===== src/rtl/rng_float_to_fixed.sv =====
// -----------------------------------------------------------------------------
// rng_float_to_fixed
//
// Decodes a packed RNG float sample {e, m} back into the BY-bit unsigned
// fixed-point fraction in [0,1) that it stands for. The binary point sits
// left of bit BY-1. e counts the leading zeros of the original uniform word
// and m holds the MANT_BW bits that follow its leading one. e == BY encodes
// an all-zero word. e > BY cannot come from a legal encoder, so it decodes
// to zero and raises the sticky err flag.
//
// Two-stage pipeline with a single global enable. A stall at the output
// freezes both stages and drops in_ready.
//
// Optional build macro:
//   RNG_F2U_ROUND_EN - when defined, stage 2 rounds half-up on the right shift
//                      instead of truncating. Latency is the same either way.
//
// Ports:
//   clock     in   rising-edge clock
//   reset     in   asynchronous, active-high reset
//   in_valid  in   in_float carries a sample
//   in_ready  out  sample accepted this cycle when in_valid is also high
//   in_float  in   {e[EXP_BW-1:0], m[MANT_BW-1:0]}
//   out_valid out  out_fixed / out_zero hold a result
//   out_ready in   downstream accepts the result this cycle
//   out_fixed out  reconstructed BY-bit fraction
//   out_zero  out  sample decoded to exact zero (e >= BY)
//   err       out  sticky: some accepted sample had e > BY
// -----------------------------------------------------------------------------
module rng_float_to_fixed #(
  parameter int BY      = 32,
  parameter int MANT_BW = 8,
  parameter int EXP_BW  = 6
) (
  input  logic                      clock,
  input  logic                      reset,
  input  logic                      in_valid,
  output logic                      in_ready,
  input  logic [EXP_BW+MANT_BW-1:0] in_float,
  output logic                      out_valid,
  input  logic                      out_ready,
  output logic [BY-1:0]             out_fixed,
  output logic                      out_zero,
  output logic                      err
);

  localparam int                FW   = EXP_BW + MANT_BW;
  localparam logic [EXP_BW-1:0] E_BY = EXP_BW'(BY);

  // One enable drives both stages: the pipe advances whenever the output
  // register is empty or being drained, otherwise everything holds.
  logic en;
  assign en       = out_ready | ~out_valid;
  assign in_ready = en;

  // ---------------------------------------------------------------------------
  // Stage 1: split the fields and rebuild the normalised mantissa
  // ---------------------------------------------------------------------------
  logic [EXP_BW-1:0]  in_e;
  logic [MANT_BW-1:0] in_m;
  logic [BY-1:0]      in_aligned;

  assign in_e = in_float[FW-1:MANT_BW];
  assign in_m = in_float[MANT_BW-1:0];
  // Hidden one at bit BY-1 and the stored mantissa just below it. A shift is
  // used rather than a zero replication so MANT_BW+1 == BY still elaborates.
  assign in_aligned = BY'({1'b1, in_m}) << (BY - 1 - MANT_BW);

  logic              s1_valid;
  logic [EXP_BW-1:0] s1_e;
  logic [BY-1:0]     s1_aligned;
  logic              s1_over;

  // NOTE: sequential state uses non-blocking assignments so every register
  // samples the pre-edge value of the others, independent of block order.
  always_ff @(posedge clock or posedge reset) begin
    if (reset) begin
      s1_valid   <= 1'b0;
      s1_e       <= '0;
      s1_aligned <= '0;
      s1_over    <= 1'b0;
    end else if (en) begin
      s1_valid   <= in_valid;
      s1_e       <= in_e;
      s1_aligned <= in_aligned;
      s1_over    <= (in_e > E_BY);
    end
  end

  // ---------------------------------------------------------------------------
  // Stage 2: barrel shift, optional rounding, zero / error detection
  // ---------------------------------------------------------------------------
  logic [BY-1:0] shifted;
  logic          zero_det;
  logic [BY-1:0] fixed_next;

  assign shifted  = s1_aligned >> s1_e;
  assign zero_det = (s1_e >= E_BY);

`ifdef RNG_F2U_ROUND_EN
  // Half-up rounding adds the most significant bit shifted out, i.e. bit
  // e-1 of the aligned value. For e >= 1 the top bit of the shifted value is
  // already clear, so the increment can never overflow.
  logic [BY-1:0] round_src;
  logic          round_bit;

  assign round_src = s1_aligned >> (s1_e - EXP_BW'(1));
  assign round_bit = (s1_e != '0) && (s1_e < E_BY) && round_src[0];
`endif

  // NOTE: fixed_next is given a default on entry so no path through the block
  // leaves it unassigned, which would otherwise infer a latch.
  always_comb begin
    fixed_next = shifted;
`ifdef RNG_F2U_ROUND_EN
    fixed_next = shifted + BY'(round_bit);
`endif
    if (zero_det) begin
      fixed_next = '0;
    end
  end

  // NOTE: only control and output registers are reset here; the data path
  // has no storage arrays, so the whole visible state clears asynchronously.
  always_ff @(posedge clock or posedge reset) begin
    if (reset) begin
      out_valid <= 1'b0;
      out_fixed <= '0;
      out_zero  <= 1'b0;
      err       <= 1'b0;
    end else if (en) begin
      out_valid <= s1_valid;
      out_fixed <= fixed_next;
      out_zero  <= zero_det;
      // err only reacts to real samples moving into the output register.
      if (s1_valid && s1_over) begin
        err <= 1'b1;
      end
    end
  end

endmodule


===== config.mk =====
export PLATFORM = sky130hd
export DESIGN_NAME = rng_float_to_fixed
export DESIGN_NICKNAME = d
export VERILOG_FILES = /design/src/rtl/rng_float_to_fixed.sv
export SDC_FILE = /design/constraint.sdc
export NUM_CORES = 1
export LEC_CHECK = 0
export ABC_AREA = 1
export CAP_MARGIN = 20
export CORE_UTILIZATION = 35
export CTS_CLUSTER_SIZE = 25
export DETAILED_ROUTE_END_ITERATION = 6
export GPL_TIMING_DRIVEN = 0
export PLACE_DENSITY = 0.7
export SYNTH_ARGS = -nofsm -noshare
export SYNTH_HDL_FRONTEND = slang
export SYNTH_SLANG_ARGS = --single-unit

===== constraint.sdc =====
create_clock -name clock -period 1.69 [get_ports clock]
set_clock_uncertainty 0.05 [all_clocks]
set_input_delay 0.507 -clock clock [delete_from_list [all_inputs] [get_ports clock]]
set_output_delay 0.507 -clock clock [all_outputs]
set_load 0.01 [all_outputs]

# After elaboration in Yosys (flattened, before gate mapping)
# Index checks and enable logic that the tools add are counted.
# word_totals
ff_bits,52
in_bits,18
word_cells,16
# classes
muxes,1
n_lt_le_gt_ge,2
reduce_logical,2
shift,1
bitwise,2
# op_table
operator,n
$mux W32,1
$shr A32 B6 Y32,1
$ge A6 B6 Y1 const B,1
$gt A6 B6 Y1 const B,1
$reduce_and A2 Y1,1
$logic_and A1 B1 Y1,1
$not A1 Y1,1
$or A1 B1 Y1,1

# Depth between registers and ports, before layout
# Gate-level depths: netlist (run 1).
# depth
ltp_word,3
mapped_depth,10
ltp_nobuf,9

# Worst setup path after synthesis (run 1)
# No wires, ideal clock.
# synth_timing
kind,input to output
startpoint,in out_ready
endpoint,out in_ready
path_slack_ns,0.119
path_buffers,1
stages,3
required_time_ns,1.133
t_arrival_ns,1.014
cell_sequence,nor2_4 inv_2 buf_2
# synth_between
elab_chain_len,1
# synth_lines
element,line_no,rtl
"start, declared",41,"input logic out_ready,"
$or A1 B1 Y1,53,assign en = out_ready | ~out_valid;
"end, declared",38,"output logic in_ready,"
# No other way between the ends.

# Final worst setup path (run 1)
# Ends and elaborated chain as after synthesis.

==> metrics.log, run 1 <==
INFO  metric worstMarginPinSlew = ~0.51 ns
INFO  metric initial_core_util = 36.35%
INFO  metric cap_viol_max_count = 0
INFO  metric timing.final.hold_violations = 0
INFO  metric wl_per_cell = 13.98 um
INFO  metric global_route.usage.total = a little under a fifth
INFO  metric synth_warnings = 0
INFO  metric area.growth.synth_to_final = 28.14%
INFO  metric detailedPlacementHpwl = 5146 um
INFO  metric path_clk_slew = approximately 0.09 ns
INFO  metric hp-class = flop to flop
INFO  metric routabilityCongestion = 0.8758
INFO  metric critPathMaxFanout = 2
INFO  metric final_cell_area = approximately 3400 um^2
INFO  metric worst_hold_path.endpoint = out_fixed[11]
INFO  metric min_period_over_period = 97.02%
INFO  metric min_path_cells = 2
INFO  metric grt_pass1_vias = about 2,200
INFO  metric post_synth_inst_count = between 300 and 400
INFO  metric core = between 7000 and 8000 um^2
INFO  metric layout.cells.most_common = nand2_1
INFO  metric crit_path_end_kind = primary output
INFO  metric routed_wl = slightly below 7000 um
INFO  metric dpl_cell_area = about 3300 um^2
INFO  metric leading_cell_types_in_the_layout_fill_and_taps_excluded = 154 x nand2_1, 52 x dfrtp_1, 48 x nand3_1, 36 x dlygate4sd2_1, 16 x clkdlybuf4s50_1
INFO  metric first_drt_iteration_drcs = between 100 and 150
INFO  metric drv_slew = 0
INFO  metric cts_hold_buffers = 0
INFO  metric ys_types = 28
INFO  metric finish_stage_setup_viols = 0
INFO  metric nets = between 400 and 500
INFO  metric setup.reg_to_reg.worst_slack = 0.08 ns
INFO  metric dr_total_vias = approximately 2,400
INFO  metric grt_first_pass_wirelength = roughly 11,000 um
INFO  metric detail_route.first_pass.iterations = 4
INFO  metric diodes = 0
INFO  metric cts_htree_levels = 2
INFO  metric yosys_register_bits = 52
INFO  metric post_drt_via_cell_ratio = 4.785
INFO  metric r2r.worst_path.cells = 8
INFO  metric cts_tree = done
INFO  metric clock_latency = 0.30 ns
INFO  metric maxSlewHeadroom = about two thirds
INFO  metric p_leak = between 1.5 and 2 nW
INFO  metric drt.antenna.violating_nets = 0
INFO  metric yosys_most_used_dff = dfrtp_1
INFO  metric grt_overflow_total = 0
INFO  metric power_per_cell_area = 1016 nW/um^2
INFO  metric syn-cell-area = around 2600 um^2
INFO  metric drive_gt1_share = around 14%
INFO  metric min_period = approximately 1.6 ns
INFO  metric width_of_the_die = roughly 90 um
INFO  metric number_of_core_rows = 31
INFO  metric nature_of_the_critical_path_startpoint = primary input
INFO  metric die-area = approximately 7900 um^2
INFO  metric timing_worst_setup_path_type = primary input to primary output
INFO  metric place.port_buffers = between 50 and 60
INFO  metric finished_layout_cells = between 400 and 500
INFO  metric io-pin-count = 54
INFO  metric required = roughly 1.1 ns
INFO  metric critical_path.reg2reg.endpoint = out_fixed[14]
INFO  metric clockBufferDepth = 2
INFO  metric cts_inserted_buffers = 5
INFO  metric outcome = completed
INFO  metric setup_ws = approximately 0.050 ns
INFO  metric syn_area_per_cell = between 7 and 8 um^2
INFO  metric vdd_ir_drop_max = 0.0003817 V
INFO  metric async_reset_ff_share = 100.0%
INFO  metric synth-seq-area-share = approximately 50%
INFO  metric cp_arrival = about 1.1 ns
INFO  metric clock_sink_count = 52
INFO  metric synthesis.nets = between 300 and 400
INFO  metric synth-edff-count = 0
INFO  metric detail_route.drc_violations = 0
INFO  metric die_height = about 89 um
INFO  metric grt_antenna_before_repair = 0
INFO  metric grt_setup_unrepaired = false
INFO  metric max_clock_freq = around 0.6 GHz
INFO  metric holdCritStartpoint = out_fixed[11]
INFO  metric r2r_start = out_valid
INFO  metric grt_max_degree = 53
INFO  metric clock-root-buffer = clkbuf_8
INFO  metric placement.setup.worst_slack = -0.9914 ns
INFO  metric place_inst = roughly 490
[power breakdown]
part | internal (mW) | switching (mW) | leakage (nW)
Sequential | 1.41 | 0.0978 | 0.666
Combinational | 0.420 | 0.690 | 1.12
Clock | 0.426 | 0.393 | 0.0501
[cells by family after synthesis]
group / count (synthesis) / share of synthesized area [%]
compound gates: 20 / 4.414
buf+inv: 29 / 6.360
flops: 52 / 49.36
simple gates: 232 / 39.87
[stage by stage]
| step | util (%) | TNS (ns) | hold WS [ns] | power (mW) |
|---|---|---|---|---|
| 3_3_place_gp | 45.42 | -19.26 | 0.4130 | 2.706 |
| 3_5_place_dp | 45.42 | -21.71 | 0.4160 | 2.721 |
| 2_1_floorplan | - | 0 | 0.3991 | 2.231 |
| 4_1_cts | 46.30 | 0 | 0.4336 | 3.455 |
| 5_1_grt | 46.58 | 0 | 0.4399 | 3.654 |
| 6_report | 46.58 | 0 | 0.4273 | 3.433 |
[how the worst max path moves through the flow]
stage                          endpoint  cells past startpoint      start  slack, ns
final                          in_ready                      4  out_ready       0.05
after global routing      out_fixed[15]                      8  out_valid      0.007
after CTS                      in_ready                      4  out_ready       0.05
after detailed placement       in_ready                      5  out_ready      -0.99
after global placement         in_ready                      5  out_ready      -0.99
after floorplan                in_ready                      3  out_ready       0.12
[registers in the layout, summed over array words and instances, names as in the netlist]
| register | flops |
|---|---|
| out_fixed | 32 |
| s1_aligned | 9 |
| s1_e | 6 |
| err | 1 |
| out_valid | 1 |
| out_zero | 1 |
| s1_over | 1 |
| s1_valid | 1 |
[layout make-up]
cell class	instances	area, um^2
clock buffer	5	68.82
buffer	14	102.6
multi-input combinational	252	1167
fill	765	3875
inverter	14	68.82
sequential	52	1301
tap	99	123.9
clock inverter	1	30.03
timing repair buffer	56	515.5
[timing repair]
| item | 4_1_cts | 5_1_grt |
|---|---|---|
| hold endpoints to repair | 0 | 0 |
| endpoints found under the setup margin | 38 | 0 |
| resized for setup | 42 | 0 |
| buffers inserted | 2 | 0 |
[worst max-delay path: stages]
cell and delay [ns]:
dlygate4sd2_1 0.25, nor2_4 0.14, inv_6 0.05, buf_2 0.13
[metal layers]
metal / part of all wire [%] / track usage (%) / vias to the layer above
li1: - / - / 1196
met1: 46 / 25.38 / 1094
met2: 48 / 32.10 / 67
met3: 4.9 / 2.799 / 2
met4: 0.44 / 4.252 / 0
met5: 0 / 0 / -
[synth_stat cells (2+ instances only)]
master,count,share of area (%)
and2_1,2,0.47
buf_2,10,1.9
buf_4,2,0.57
buf_6,2,0.85
dfrtp_1,52,49
inv_1,7,1.0
inv_2,5,0.71
nand2_1,154,22
nand2_2,5,1.2
nand3_1,48,9.1
nand3_2,9,3.4
nor2_1,5,0.71
nor2_2,3,0.71
o211ai_1,2,0.57
o21ai_0,3,0.57
o21ai_1,12,2.3
Note: power is estimated with default switching activity, not from simulation.
==> inputs of run 2 (changes only) <==
--- a/config.mk
+++ b/config.mk
@@ -6,12 +6,13 @@
 export NUM_CORES = 1
 export LEC_CHECK = 0
 export ABC_AREA = 1
-export CAP_MARGIN = 20
-export CORE_UTILIZATION = 35
+export CAP_MARGIN = 30
+export CORE_UTILIZATION = 46
 export CTS_CLUSTER_SIZE = 25
 export DETAILED_ROUTE_END_ITERATION = 6
+export GPL_ROUTABILITY_DRIVEN = 0
 export GPL_TIMING_DRIVEN = 0
-export PLACE_DENSITY = 0.7
+export PLACE_DENSITY = 0.86
 export SYNTH_ARGS = -nofsm -noshare
 export SYNTH_HDL_FRONTEND = slang
 export SYNTH_SLANG_ARGS = --single-unit
==> metrics.log, run 2 (synthesis results as in run 1) <==
INFO  metric finished_layout_cells = 468 (-5.1%)
INFO  metric maxSlewHeadroom = 62.95% (-2.7 points)
INFO  metric grt_pass1_vias = 2,339 (+6.9%)
INFO  metric detail_route.first_pass.iterations = 4 (unchanged)
INFO  metric min_path_cells = 2 (unchanged)
INFO  metric top_register = out_fixed
INFO  metric place_inst = 459 (-5.4%)
INFO  metric io-pin-count = 54 (unchanged)
INFO  metric cts_inserted_buffers = 5 (unchanged)
INFO  metric critical-path-top-delay-family = buffers and inverters
INFO  metric top_flop_regs = out_fixed (32), s1_aligned (9), s1_e (6)
INFO  metric drive_gt1_share = 14.14% (+0.18 points)
INFO  metric width_of_the_die = 77.71 um (-12%)
INFO  metric power_per_cell_area = 995.5 nW/um^2 (-2.0%)
INFO  metric drv_slew = 0 (unchanged)
INFO  metric cp_slowest_cell = dlygate4sd2_1
INFO  metric clock_latency = 0.30 ns (about the same)
INFO  metric timing_worst_setup_path_type = primary input to primary output
INFO  metric layout.cells.most_common = nand2_1
INFO  metric cp_arrival = 1.10 ns (+0.02 ns)
INFO  metric global_route.usage.total = 22.92% (+4.1 points)
INFO  metric detail_route.drc_violations = 0 (unchanged)
INFO  metric p_total = 3.325 mW (-3.2%)
INFO  metric dpl_cell_area = 3281 um^2 (-0.42%)
INFO  metric number_of_core_rows = 27 (-13%)
INFO  metric holdCritStartpoint = out_fixed[19]
INFO  metric path_clk_slew = 0.09 ns (about the same)
INFO  metric drt.antenna.violating_nets = 0 (unchanged)
INFO  metric grt_first_pass_wirelength = 10,800 um (-1.9%)
INFO  metric leading_cell_types_in_the_layout_fill_and_taps_excluded = 154 x nand2_1, 52 x dfrtp_1, 48 x nand3_1, 36 x dlygate4sd2_1, 16 x clkdlybuf4s50_1
INFO  metric grt_antenna_before_repair = 0 (unchanged)
INFO  metric core = 5507 um^2 (-24%)
INFO  metric detailedPlacementHpwl = 4586 um (-11%)
INFO  metric hp-class = flop to flop
INFO  metric crit_path_end_kind = primary output
INFO  metric max_clock_freq = 0.6042 GHz (-0.93%)
INFO  metric vdd_ir_drop_max = 0.0004307 V (+13%)
INFO  metric cts_htree_levels = 2 (unchanged)
INFO  metric diodes = 0 (unchanged)
INFO  metric critical_path.max_stage_delay = 0.26 ns (about the same)
INFO  metric clock_sink_count = 52 (unchanged)
INFO  metric crit_buf_inv = 3 (unchanged)
INFO  metric cap_viol_max_count = 0 (unchanged)
INFO  metric clockBufferDepth = 2 (unchanged)
INFO  metric routed_wl = 6148 um (-11%)
INFO  metric outcome = completed
INFO  metric nature_of_the_critical_path_startpoint = primary input
INFO  metric clock-root-buffer = clkbuf_8
INFO  metric die-area = 6038 um^2 (-23%)
INFO  metric place.port_buffers = 53 (unchanged)
INFO  metric initial_core_util = 47.88% (+12 points)
INFO  metric grt_overflow_total = 0 (unchanged)
INFO  metric required = 1.13 ns (about the same)
INFO  metric grt_setup_unrepaired = false
INFO  metric timing.final.hold_violations = 0 (unchanged)
INFO  metric p_leak = 1.826 nW (-0.31%)
INFO  metric final_cell_area = 3339 um^2 (-1.1%)
INFO  metric cp_cell_sequence = dlygate4sd2_1, nor2_4, inv_6, buf_2
INFO  metric dr_total_vias = 2,427 (+2.9%)
INFO  metric first_drt_iteration_drcs = 215 (+67%)
INFO  metric r2r_start = out_valid
INFO  metric critPathMaxFanout = 7 (+5)
INFO  metric min_period_over_period = 97.93% (+0.91 points)
INFO  metric final.setup.tns = 0 ns (unchanged)
INFO  metric worst_hold_path.endpoint = out_fixed[19]
INFO  metric grt_max_degree = 28 (-47%)
INFO  metric cts_hold_buffers = 0 (unchanged)
INFO  metric setup.reg_to_reg.worst_slack = 0.13 ns (+0.05 ns)
INFO  metric critical_path.reg2reg.endpoint = out_fixed[14]
INFO  metric r2r.worst_path.cells = 8 (unchanged)
INFO  metric cts_tree = done
INFO  metric finish_stage_setup_viols = 0 (unchanged)
INFO  metric post_drt_via_cell_ratio = 5.186 (+8.4%)
INFO  metric nets = 413 (unchanged)
INFO  metric worstMarginPinSlew = 0.5546 ns (+0.03988 ns)
INFO  metric wl_per_cell = 13.14 um (-6.1%)
INFO  metric area.growth.synth_to_final = 26.67%
INFO  metric die_height = 77.71 um (-12%)
INFO  metric min_period = 1.655 ns (+0.01536 ns)
INFO  metric largest_register_ff_count = 32 (unchanged)
run 2: worst max-delay path by stage:
| stage | from | endpoint | cells after the start |
|---|---|---|---|
| 6_report | out_ready | in_ready | 4 |
| 5_1_grt | out_valid | in_ready | 4 |
| 4_1_cts | out_ready | in_ready | 4 |
| 3_5_place_dp | out_ready | in_ready | 5 |
| 3_3_place_gp | out_ready | in_ready | 5 |
| 2_1_floorplan | out_ready | in_ready | 3 |
run 2: final cells by class:
type | instances | area [um^2]
tap | 72 | 90.09
clock buffer | 7 | 86.33
fill | 513 | 2167
inverter | 14 | 68.82
timing repair buffer | 56 | 515.5
sequential | 52 | 1301
clock inverter | 1 | 7.507
multi-input combinational | 252 | 1167
buffer | 14 | 102.6
run 2: layer usage:
| layer | wire, um | vias to the layer above | track usage (%) |
|---|---|---|---|
| met5 | 0 | - | 0 |
| met4 | 138 | 0 | 9.245 |
| met3 | 335 | 16 | 3.765 |
| met2 | 2943 | 86 | 36.99 |
| met1 | 2731 | 1133 | 30.72 |
| li1 | - | 1192 | - |
run 2: worst register-to-register path, stage by stage, from the launching register on:
cell and delay [ns]:
dfrtp_1 0.38, inv_1 0.09, nor2_4 0.06, buf_4 0.18
nor2_8 0.14, nand2_2 0.09, nor2_1 0.30, nand2_1 0.10
o211ai_1 0.09
run 2: repair_timing:
item / CTS / global route
resized for setup: 42 / 0
setup endpoints to repair: 36 / 0
buffers inserted: 2 / 0
run 2: metrics by stage:
step	hold WS [ns]	setup slack (ns)	util, %
after floorplan	0.3991	0.1187	-
after global placement	0.4114	-0.9661	59.21
after detailed placement	0.4191	-0.9748	59.58
after CTS	0.4367	0.03803	60.65
after global routing	0.4516	0.008934	60.65
final	0.4354	0.03496	60.65
run 2: power by group:
| part | leakage (nW) | internal [mW] | switching (mW) |
|---|---|---|---|
| Sequential | 0.666 | 1.41 | 0.0996 |
| Clock | 0.0445 | 0.333 | 0.394 |
| Combinational | 1.12 | 0.421 | 0.671 |
==> inputs of run 3 (changes only) <==
--- a/config.mk
+++ b/config.mk
@@ -13,6 +13,7 @@
 export GPL_ROUTABILITY_DRIVEN = 0
 export GPL_TIMING_DRIVEN = 0
 export PLACE_DENSITY = 0.86
+export RECOVER_POWER = 50
 export SYNTH_ARGS = -nofsm -noshare
 export SYNTH_HDL_FRONTEND = slang
 export SYNTH_SLANG_ARGS = --single-unit
==> metrics.log, run 3 (synthesis results as in run 1) <==
INFO  metric grt_overflow_total = 0 (unchanged)
INFO  metric maxSlewHeadroom = 62.49% (-0.46 points)
INFO  metric diodes = 0 (unchanged)
INFO  metric die-area = 6038 um^2 (unchanged)
INFO  metric r2r_start = out_valid
INFO  metric die_height = 77.71 um (unchanged)
INFO  metric drive_gt1_share = 13.13% (-1.0 points)
INFO  metric required = 1.13 ns (about the same)
INFO  metric critical_path.reg2reg.endpoint = out_fixed[14]
INFO  metric cts_hold_buffers = 0 (unchanged)
INFO  metric first_drt_iteration_drcs = 224 (+4.2%)
INFO  metric drv_slew = 0 (unchanged)
INFO  metric grt_antenna_before_repair = 0 (unchanged)
INFO  metric max_clock_freq = 0.6042 GHz (about the same)
INFO  metric setup.reg_to_reg.worst_slack = 0.12 ns (about the same)
INFO  metric place.port_buffers = 53 (unchanged)
INFO  metric cap_viol_max_count = 0 (unchanged)
INFO  metric cts_inserted_buffers = 5 (unchanged)
INFO  metric timing.hold.ws = 0.4326 ns (-0.002865 ns)
INFO  metric global_route.usage.total = 22.92% (unchanged)
INFO  metric path_clk_slew = 0.09 ns (about the same)
INFO  metric min_period = 1.655 ns (+0.00002180 ns)
INFO  metric hp-class = flop to flop
INFO  metric routed_wl = 6193 um (+0.73%)
INFO  metric p_leak = 1.817 nW (-0.50%)
INFO  metric clockBufferDepth = 2 (unchanged)
INFO  metric timing.critical_path.to = in_ready
INFO  metric timing.final.hold_violations = 0 (unchanged)
INFO  metric dr_total_vias = 2,416 (-0.45%)
INFO  metric grt_pass1_vias = 2,339 (unchanged)
INFO  metric detail_route.first_pass.iterations = 4 (unchanged)
INFO  metric clock_sink_count = 52 (unchanged)
INFO  metric r2r.worst_path.cells = 8 (unchanged)
INFO  metric worstMarginPinSlew = 0.5614 ns (+0.006822 ns)
INFO  metric number_of_core_rows = 27 (unchanged)
INFO  metric post_drt_via_cell_ratio = 5.162 (-0.45%)
INFO  metric largest_register_ff_count = 32 (unchanged)
INFO  metric power_per_cell_area = 997.2 nW/um^2 (+0.17%)
INFO  metric leading_cell_types_in_the_layout_fill_and_taps_excluded = 154 x nand2_1, 52 x dfrtp_1, 48 x nand3_1, 36 x dlygate4sd2_1, 15 x clkdlybuf4s50_1
INFO  metric nature_of_the_critical_path_startpoint = primary input
INFO  metric initial_core_util = 47.88% (unchanged)
INFO  metric crit_path_end_kind = primary output
INFO  metric grt_first_pass_wirelength = 10,800 um (unchanged)
INFO  metric min_period_over_period = 97.93% (about the same)
INFO  metric grt_max_degree = 28 (unchanged)
INFO  metric layout.cells.most_common = nand2_1
INFO  metric wl_per_cell = 13.23 um (+0.73%)
INFO  metric width_of_the_die = 77.71 um (unchanged)
INFO  metric dpl_cell_area = 3281 um^2 (unchanged)
INFO  metric finish_stage_setup_viols = 0 (unchanged)
INFO  metric critical_path.max_stage_delay = 0.26 ns (about the same)
INFO  metric cts_tree = done
INFO  metric io-pin-count = 54 (unchanged)
INFO  metric drt.antenna.violating_nets = 0 (unchanged)
INFO  metric clock_latency = 0.31 ns (about the same)
INFO  metric detail_route.drc_violations = 0 (unchanged)
INFO  metric top_flop_regs = out_fixed (32), s1_aligned (9), s1_e (6)
INFO  metric area.growth.synth_to_final = 26.34%
INFO  metric final_cell_area = 3331 um^2 (-0.26%)
INFO  metric cp_cell_sequence = dlygate4sd2_1, nor2_4, inv_6, buf_2
INFO  metric top_register = out_fixed
INFO  metric cp_arrival = 1.10 ns (about the same)
INFO  metric p_total = 3.321 mW (about the same)
INFO  metric critPathMaxFanout = 7 (unchanged)
INFO  metric detailedPlacementHpwl = 4586 um (unchanged)
INFO  metric grt_setup_unrepaired = false
INFO  metric cp_slowest_cell = dlygate4sd2_1
INFO  metric vdd_ir_drop_max = 0.0004338 V (+0.71%)
INFO  metric cts_htree_levels = 2 (unchanged)
INFO  metric timing_worst_setup_path_type = primary input to primary output
INFO  metric critical_path.startpoint = out_ready
INFO  metric nets = 413 (unchanged)
INFO  metric clock-root-buffer = clkbuf_8
INFO  metric core = 5507 um^2 (unchanged)
INFO  metric outcome = completed
## run 3: cell count changes in the layout (fill, tap and decap cells not counted), sizes merged
cell	before	now
buf	18	14
clkbuf	7	11
clkdlybuf4s50	16	15
dlygate4sd3	0	1
## run 3: worst max-delay path: cells and delay by family
family | cells | cell delay (ns)
buffers and inverters | 3 | 0.45
and+or+nand+nor | 1 | 0.14
## run 3: power by group
group | internal (mW) | switching [mW]
combinational | 0.415 | 0.670
sequential | 1.41 | 0.100
clock | 0.333 | 0.396
## run 3: final cells by class
class	instances	area, um^2
buffer	14	100.1
timing repair buffer	56	511.7
clock buffer	7	86.33
inverter	14	68.82
fill	514	2176
clock inverter	1	7.507
sequential	52	1301
multi-input combinational	252	1165
tap	72	90.09
## run 3: how the worst min path moves through the flow
stage / depth (start not counted) / to / slack, ns / start
floorplan: 2 / out_valid / 0.40 / s1_valid
global placement: 2 / out_fixed[19] / 0.41 / out_fixed[19]
detailed placement: 2 / out_fixed[20] / 0.42 / out_fixed[20]
CTS: 2 / out_fixed[20] / 0.44 / out_fixed[20]
global route: 2 / out_fixed[7] / 0.45 / out_fixed[7]
finish: 2 / out_fixed[19] / 0.43 / out_fixed[19]
## run 3: stage by stage
stage	cells	setup TNS, ns	util [%]	setup WS, ns
6_report	468	0	60.49	0.03494
5_1_grt	468	0	60.49	0.009099
4_1_cts	468	0	60.65	0.03803
3_5_place_dp	459	-11.77	59.58	-0.9748
3_3_place_gp	458	-14.69	59.21	-0.9661
2_1_floorplan	333	0	-	0.1187
## run 3: timing repair
| action | CTS | global route |
|---|---|---|
| gates resized for setup | 42 | 0 |
| endpoints found under the setup margin | 36 | 0 |
| setup buffers | 2 | 0 |
## run 3: per-layer routing
metal / global-route usage [%] / wire length (um) / up-vias
li1: - / - / 1191
met1: 30.72 / 2787 / 1115
met2: 36.99 / 2943 / 93
met3: 3.765 / 319 / 17
met4: 9.245 / 142 / 0
met5: 0 / 0 / -
